[config.mk]
export PLATFORM = sky130hd
export DESIGN_NAME = seq_alu
export DESIGN_NICKNAME = d
export VERILOG_FILES = /design/src/rtl/seq_alu.sv
export SDC_FILE = /design/constraint.sdc
export NUM_CORES = 1
export LEC_CHECK = 0
export BUFFER_PORTS_ARGS = -buffer_cell sky130_fd_sc_hd__buf_2
export CAP_MARGIN = 30
export CORE_MARGIN = 3
export CORE_UTILIZATION = 55
export DETAILED_ROUTE_END_ITERATION = 8
export HOLD_SLACK_MARGIN = 0.08
export PLACE_DENSITY = 0.82
export SLEW_MARGIN = 40
export SYNTH_ARGS = -nofsm -noshare
export SYNTH_HDL_FRONTEND = slang
export SYNTH_SLANG_ARGS = --single-unit
export TNS_END_PERCENT = 20
[constraint.sdc]
create_clock -name clk -period 9.9 [get_ports clk]
set_clock_uncertainty 0.2 [all_clocks]
set_input_delay 1.98 -clock clk [delete_from_list [all_inputs] [get_ports clk]]
set_output_delay 1.98 -clock clk [all_outputs]
set_load 0.1 [all_outputs]
[src/rtl/seq_alu.sv]
// Registered ALU with single-cycle logic/arith ops and iterative (1 bit/cycle)
// multiply and restoring divide behind a start/busy/done handshake.
module seq_alu #(
  parameter int WIDTH = 16,
  parameter int SHW   = $clog2(WIDTH)
) (
  input  logic             clk,
  input  logic             rst_n,
  input  logic             start,
  input  logic [2:0]       alu_op,
  input  logic [WIDTH-1:0] a_bus,
  input  logic [WIDTH-1:0] b_bus,
  output logic             busy,
  output logic             done,
  output logic [WIDTH-1:0] c_bus,
  output logic             flag_z,
  output logic             flag_c
);

  localparam int CW = $clog2(WIDTH + 1);

  localparam logic [1:0] IDLE    = 2'd0;
  localparam logic [1:0] MUL_RUN = 2'd1;
  localparam logic [1:0] DIV_RUN = 2'd2;

  localparam logic [2:0] OP_ADD  = 3'd0;
  localparam logic [2:0] OP_SUB  = 3'd1;
  localparam logic [2:0] OP_PASS = 3'd2;
  localparam logic [2:0] OP_ZER  = 3'd3;
  localparam logic [2:0] OP_MUL  = 3'd4;
  localparam logic [2:0] OP_SHL  = 3'd5;
  localparam logic [2:0] OP_SHR  = 3'd6;
  localparam logic [2:0] OP_DIV  = 3'd7;

  logic [1:0]         state_r;
  logic [CW-1:0]      cnt_r;
  // MUL: {partial product, multiplier}; DIV: {remainder, dividend/quotient}
  logic [2*WIDTH-1:0] acc_r;
  logic [WIDTH-1:0]   opnd_r;
  logic [WIDTH-1:0]   c_r;
  logic               z_r;
  logic               cf_r;
  logic               done_r;
  logic               busy_r;

  logic [SHW-1:0]     shamt_s;
  logic [WIDTH:0]     ext_s;
  logic [WIDTH-1:0]   one_res_s;
  logic               one_c_s;
  logic [WIDTH:0]     mul_sum_s;
  logic [WIDTH:0]     div_shift_s;
  logic [WIDTH:0]     div_diff_s;
  logic [2*WIDTH-1:0] step_next_s;
  logic [WIDTH-1:0]   fin_res_s;
  logic               fin_c_s;

  assign shamt_s = b_bus[SHW-1:0];

  // Result and carry for the ops that finish in the issue cycle.
  always_comb begin
    ext_s     = {(WIDTH+1){1'b0}};
    one_res_s = {WIDTH{1'b0}};
    one_c_s   = 1'b0;
    case (alu_op)
      OP_ADD: begin
        ext_s     = {1'b0, a_bus} + {1'b0, b_bus};
        one_res_s = ext_s[WIDTH-1:0];
        one_c_s   = ext_s[WIDTH];
      end
      OP_SUB: begin
        ext_s     = {1'b0, a_bus} - {1'b0, b_bus};
        one_res_s = ext_s[WIDTH-1:0];
        one_c_s   = ext_s[WIDTH];
      end
      OP_PASS: one_res_s = b_bus;
      OP_ZER:  one_res_s = {WIDTH{1'b0}};
      OP_MUL:  one_res_s = {WIDTH{1'b0}};
      OP_SHL:  one_res_s = a_bus << shamt_s;
      OP_SHR:  one_res_s = a_bus >> shamt_s;
      OP_DIV: begin
        one_res_s = {WIDTH{1'b1}};
        one_c_s   = 1'b1;
      end
      default: one_res_s = {WIDTH{1'b0}};
    endcase
  end

  // One iteration of shift-add multiply or restoring divide.
  always_comb begin
    mul_sum_s   = {1'b0, acc_r[2*WIDTH-1:WIDTH]} +
                  {1'b0, (acc_r[0] ? opnd_r : {WIDTH{1'b0}})};
    div_shift_s = acc_r[2*WIDTH-1:WIDTH-1];
    div_diff_s  = div_shift_s - {1'b0, opnd_r};
    if (state_r == DIV_RUN) begin
      if (div_diff_s[WIDTH]) begin
        step_next_s = {div_shift_s[WIDTH-1:0], acc_r[WIDTH-2:0], 1'b0};
      end else begin
        step_next_s = {div_diff_s[WIDTH-1:0], acc_r[WIDTH-2:0], 1'b1};
      end
      fin_c_s = 1'b0;
    end else begin
      step_next_s = {mul_sum_s, acc_r[WIDTH-1:1]};
      fin_c_s     = |step_next_s[2*WIDTH-1:WIDTH];
    end
    fin_res_s = step_next_s[WIDTH-1:0];
  end

  // Sequencer, iteration state and result/flag registers.
  always_ff @(posedge clk) begin
    if (!rst_n) begin
      state_r <= IDLE;
      cnt_r   <= {CW{1'b0}};
      acc_r   <= {(2*WIDTH){1'b0}};
      opnd_r  <= {WIDTH{1'b0}};
      c_r     <= {WIDTH{1'b0}};
      z_r     <= 1'b0;
      cf_r    <= 1'b0;
      done_r  <= 1'b0;
      busy_r  <= 1'b0;
    end else begin
      done_r <= 1'b0;
      case (state_r)
        IDLE: begin
          if (start) begin
            if (alu_op == OP_MUL) begin
              acc_r   <= {{WIDTH{1'b0}}, b_bus};
              opnd_r  <= a_bus;
              cnt_r   <= CW'(WIDTH);
              state_r <= MUL_RUN;
              busy_r  <= 1'b1;
            end else if ((alu_op == OP_DIV) && (b_bus != {WIDTH{1'b0}})) begin
              acc_r   <= {{WIDTH{1'b0}}, a_bus};
              opnd_r  <= b_bus;
              cnt_r   <= CW'(WIDTH);
              state_r <= DIV_RUN;
              busy_r  <= 1'b1;
            end else begin
              c_r    <= one_res_s;
              z_r    <= (one_res_s == {WIDTH{1'b0}});
              cf_r   <= one_c_s;
              done_r <= 1'b1;
            end
          end
        end
        MUL_RUN, DIV_RUN: begin
          acc_r <= step_next_s;
          if (cnt_r == CW'(1)) begin
            c_r     <= fin_res_s;
            z_r     <= (fin_res_s == {WIDTH{1'b0}});
            cf_r    <= fin_c_s;
            done_r  <= 1'b1;
            busy_r  <= 1'b0;
            cnt_r   <= {CW{1'b0}};
            state_r <= IDLE;
          end else begin
            cnt_r <= cnt_r - CW'(1);
          end
        end
        default: begin
          state_r <= IDLE;
          busy_r  <= 1'b0;
        end
      endcase
    end
  end

  assign busy   = busy_r;
  assign done   = done_r;
  assign c_bus  = c_r;
  assign flag_z = z_r;
  assign flag_c = cf_r;

endmodule

Word-level counts from Yosys, hierarchy flattened
Cells that the tools add are included.

Add/subtract/negate cells: 5. Equal/unequal tests: 15. Shift operators: 2. Mux-type cells: 47. Reduce and logical (&&, ||, !) cells: 15.

Operators with widths (count): 32-bit two-way mux (5); 16-bit two-way mux (7); 16-bit case mux with 7 select lines (1); 32-bit case mux with 2 select lines (1); 16-bit by 16-bit adder with 17-bit output (2); 16-bit zero test (2); 16-bit case mux with 2 select lines (1); 5-bit two-way mux (4); 1-bit two-way mux (17); 16-bit by 16-bit subtractor with 17-bit output (1); 17-bit by 16-bit subtractor with 17-bit output (1); 16-bit nonzero test (1); 16-bit OR reduction (1); 16-bit by 4-bit left shift with 16-bit output (1); 16-bit by 4-bit right shift with 16-bit output (1); 3-bit == test, second input constant (4); 5-bit case mux with 2 select lines (1); 3-bit AND reduction (3); 2-bit two-way mux (4); 2-bit != test, second input constant (4); 1-bit case mux with 2 select lines (4); 3-bit by 2-bit == test with 1-bit output, second input constant (2); 5-bit by 1-bit == test with 1-bit output, second input constant (1); 5-bit AND reduction (1); 12 further kinds (14).

Bits in registers: 75. Input port bits: 38. Output and inout port bits: 20. Logic and storage cells: 93.

Logic depth before layout (Yosys ltp)
Depth in word-level cells: 8. Depth in mapped cells: 14. Depth with buffers taken out: 13.

Worst setup path after synthesis
OpenSTA, ideal clock, no wires.

Path kind: input -> register. From: input b_bus[2]. To: register z_r (netlist: flag_z). Data arrival time: 4958 ps. Slack: 4657 ps. Cell stages on the path: 13. Path buffers: 2. Cell sequence: inv_1 -> clkbuf_1 -> ha_1 -> clkbuf_1 -> nor2b_1 -> o21bai_1 -> nand2_1 -> a22oi_1 -> xnor2_1 -> a211o_1 -> or4b_1 -> or4b_1 -> o31ai_2.

Cells in the longest elaborated chain, start to end: 7. Elaborated cells between the ends (all ways): 14. Those cells by class: 2 x add/sub; 1 x eq/ne; 2 x shift; 5 x mux; 4 x reduce/logical.

RTL lines: from (decl) (RTL line 12) `input logic [WIDTH-1:0] b_bus,`; 16-bit by 16-bit subtractor with 17-bit output, or another cell as far along (RTL line 71) `ext_s = {1'b0, a_bus} - {1'b0, b_bus};`; 16-bit case mux with 7 select lines (RTL line 64) `case (alu_op)`; 16-bit zero test (RTL line 139) `z_r <= (one_res_s == {WIDTH{1'b0}});`; 1-bit two-way mux (RTL line 131) `end else if ((alu_op == OP_DIV) && (b_bus != {WIDTH{1'b0}})) begin`; 1-bit two-way mux (RTL line 125) `if (alu_op == OP_MUL) begin`; 1-bit two-way mux (RTL line 124) `if (start) begin`; 1-bit case mux with 2 select lines (RTL line 122) `case (state_r)`; to (signal assigned) (RTL line 139); to (signal assigned) (RTL line 149) `z_r <= (fin_res_s == {WIDTH{1'b0}});`; to (decl) (RTL line 41) `logic z_r;`.

Several ways; a longest one is shown, not always the timed one. The select of a mux whose other input is x is not followed. A chain may end at the register's enable or synchronous reset.

Final worst setup path
Ends and elaborated chain as after synthesis.

==> impl_metrics.json <==
{
  "run_status": "finished clean",
  "synth-edff-count": 0,
  "critPathKind": "in2reg",
  "grt_max_degree": 62,
  "period_minus_slack_ns": 5.89,
  "fin_nets": 1342,
  "final_common_cell": "nand2_1",
  "ys_types": 86,
  "hpwl_microns": 22700,
  "io_buffers": 57,
  "min-delay-start": "c_bus[3]$_SDFFE_PN0P_",
  "syn_area_per_cell_sq_um": 7.30,
  "cts_buffers": 9,
  "chipHeight_microns": 134,
  "yosysTopAreaCellShare_pct": 16.8,
  "dr.pass1.iters": 5,
  "syn_area_sq_um": 8950,
  "yosysTopAreaCell": "dfxtp_1",
  "die_area_sq_um": 17800,
  "layout-drive-gt1-share_pct": 10.8,
  "power.density_nw_per_um2": 115,
  "vdd_ir_drop_max_uv": 121,
  "crit_required_ns": 9.97,
  "synth_area_leaders": "dfxtp_1, ha_1, a21oi_1, nand2_1, mux2i_1",
  "clkPwrFrac_pct": 29.4,
  "fp.dieW_microns": 134,
  "holdBufCountCts": 0,
  "grt_use_met3_pct": 5.02,
  "synth_flop_cell": "dfxtp_1",
  "fillers": 1484,
  "worstMarginPinSlew_ns": 0.768,
  "multi_input_area_sq_um": 6890,
  "placed_area_sq_um": 9270,
  "first_global_vias": 8940,
  "switching_share_pct": 41.0,
  "worstSetupEndpointType": "flip-flop",
  "cts.clk_slew.worst_paths_ns": 0.06,
  "finalCoreUtilization_pct": 61.5,
  "grt_pass1_wl_microns": 48200,
  "route.detailed.drc": 0,
  "grt_setup_unrepaired": "no",
  "seqPwrFrac_pct": 29.9,
  "num_io_pins": 58,
  "cts_tree": "built",
  "critPathMaxFanout": 30,
  "final_cell_mix": "nand2_1, nor2_1, a21oi_1, dfxtp_1, ha_1",
  "crit_top_cell": "or4b_1",
  "gr-usage-met1_pct": 44.3,
  "grt_busiest_layer": "met2",
  "regArea_sq_um": 1500,
  "setup_violations": 0,
  "core_sq_um": 15500,
  "arrival_ns": 5.96,
  "cts.sinks": 75,
  "cts_resized": 0,
  "use_met2_pct": 52.4,
  "tns_ns": 0,
  "finalHoldViolCount": 0,
  "clockRootBuffer": "clkbuf_16",
  "worstHoldPathType": "reg2reg",
  "cap_violations": 0,
  "leakagePower_nw": 4.00,
  "async_flop_share_pct": 0,
  "timing.hold.ws_ns": 0.249,
  "start_util_pct": 57.6,
  "crit_chain": "buf_2, inv_1, ha_1, nor2b_1, o21bai_1, nand2_1, a22oi_1, xnor2_1, a211o_1, or4b_1, or4b_1, o31ai_2",
  "start_kind": "primary input",
  "drt_iter0_drc": 1100,
  "r2r_start": "acc_r[0]$_SDFFE_PN0P_",
  "syn_nets": 1338,
  "wl_microns": 30400,
  "core.rowCount": 45,
  "fmax_mhz": 170,
  "antenna_found_initial": 0,
  "grt-ovfl-total": 0,
  "final_cell_area_sq_um": 9560,
  "place_congestion": 1.06,
  "p_sw_mw": 0.452,
  "area_growth_pct": 6.91,
  "slew_viol_final": 0,
  "ant_nets": 0,
  "clk_latency_ns": 0.35,
  "critPathMaxStageDelay_ns": 0.56,
  "fin_crit_sh_pct": 59.5,
  "crit_slowest_cell": "or4b_1",
  "cts_setup_buffers": 0,
  "vias_per_cell": 6.70,
  "rrSetupSlack_ns": 5.72,
  "combPwrFrac_pct": 40.7,
  "maxSlewHeadroom_pct": 48.8,
  "clockBufferDepth": 2,
  "dr_total_vias": 9680,
  "internal-power_mw": 0.651,
  "cts_max_level": 3,
  "ys_seq_elements": 75,
  "seq_area_frac_synth_pct": 16.8,
  "grt_usage_pct": 33.6,
  "ys_warn_count": 0,
  "antennaDiodeCount": 0,
  "syn_inst": 1225,
  "startpoint": "b_bus[2]",
  "wl_per_cell_microns": 21.1
}
state kept, by name (all words and copies together), names as in the netlist:
register and count:
acc_r 32, c_bus 16, opnd_r 16, cnt_r 5
state_r 2, busy 1, done 1, flag_c 1
flag_z 1
power groups by stage:
stage / clock network (mW) / logic, mW / registers [mW]
final: 0.324 / 0.449 / 0.331
after global routing: 0.337 / 0.484 / 0.333
after CTS: 0.326 / 0.439 / 0.330
after detailed placement: 0 / 0.436 / 0.337
after global placement: 0 / 0.434 / 0.336
after floorplan: 0 / 0.270 / 0.392
final timing paths:
path         depth (start not counted)                     to
min reg2reg                          2  c_bus[3]$_SDFFE_PN0P_
min                                  2  c_bus[3]$_SDFFE_PN0P_
max reg2reg                         13    flag_c$_SDFFE_PN0P_
max                                 12    flag_z$_SDFFE_PN0P_
per-stage QoR:
step | setup WS, ns | power, mW | instances
after floorplan | 4.66 | 0.661 | 1225
after global placement | 3.74 | 0.771 | 1429
after detailed placement | 3.68 | 0.773 | 1429
after CTS | 4.05 | 1.10 | 1444
after global routing | 3.68 | 1.15 | 1444
final | 4.01 | 1.10 | 1444
layout make-up:
cell class	instances	share of cell area, %
multi-input combinational	1008	72.0
sequential	75	15.7
timing repair buffer	69	3.92
clock buffer	12	2.79
tap	211	2.76
inverter	66	2.59
clock inverter	3	0.222
critical path, delay by kind of cell:
kind	cells	cell delay, ns
AO/OA/AOI/OAI	4	0.97
XOR/XNOR	1	0.10
adder cells (fa/ha/maj)	1	0.53
buffers and inverters	2	0.94
AND/OR/NAND/NOR	4	1.42
logic make-up (layout without fill, tap and decap cells):
| family | count (synthesis) | in the layout | synth area share (%) |
|---|---|---|---|
| compound gates | 390 | 390 | 28.9 |
| buf+inv | 142 | 150 | 6.57 |
| fa+ha+maj | 75 | 75 | 10.8 |
| simple gates | 431 | 431 | 23.1 |
| flops | 75 | 75 | 16.8 |
| xor+xnor | 39 | 39 | 3.82 |
| mux | 73 | 73 | 9.94 |
Yosys cell counts, types with 11 or more instances:
cell type and count:
inv_1 63, a311oi_1 22, a21o_1 20, mux2i_1 48, and2_1 18, o21ai_0 64, ha_1 71, o211ai_1 32
xnor2_1 27, nand3_1 25, nand2b_1 15, nand2_1 129, buf_2 11, dfxtp_1 75, mux2_2 12, clkbuf_1 55
nor2_1 125, nor2b_1 16, a31oi_1 13, nor3_1 34, a211oi_1 16, a21oi_1 115, o31ai_1 14, xor2_1 12
metal layers:
metal	vias to the layer above	wire length (microns)	part of all wire [%]
li1	4534	-	-
met1	4561	12500	41
met2	478	13600	45
met3	107	2380	7.8
met4	0	1960	6.4
met5	-	0	0
Power figures use the tool's default switching activity.
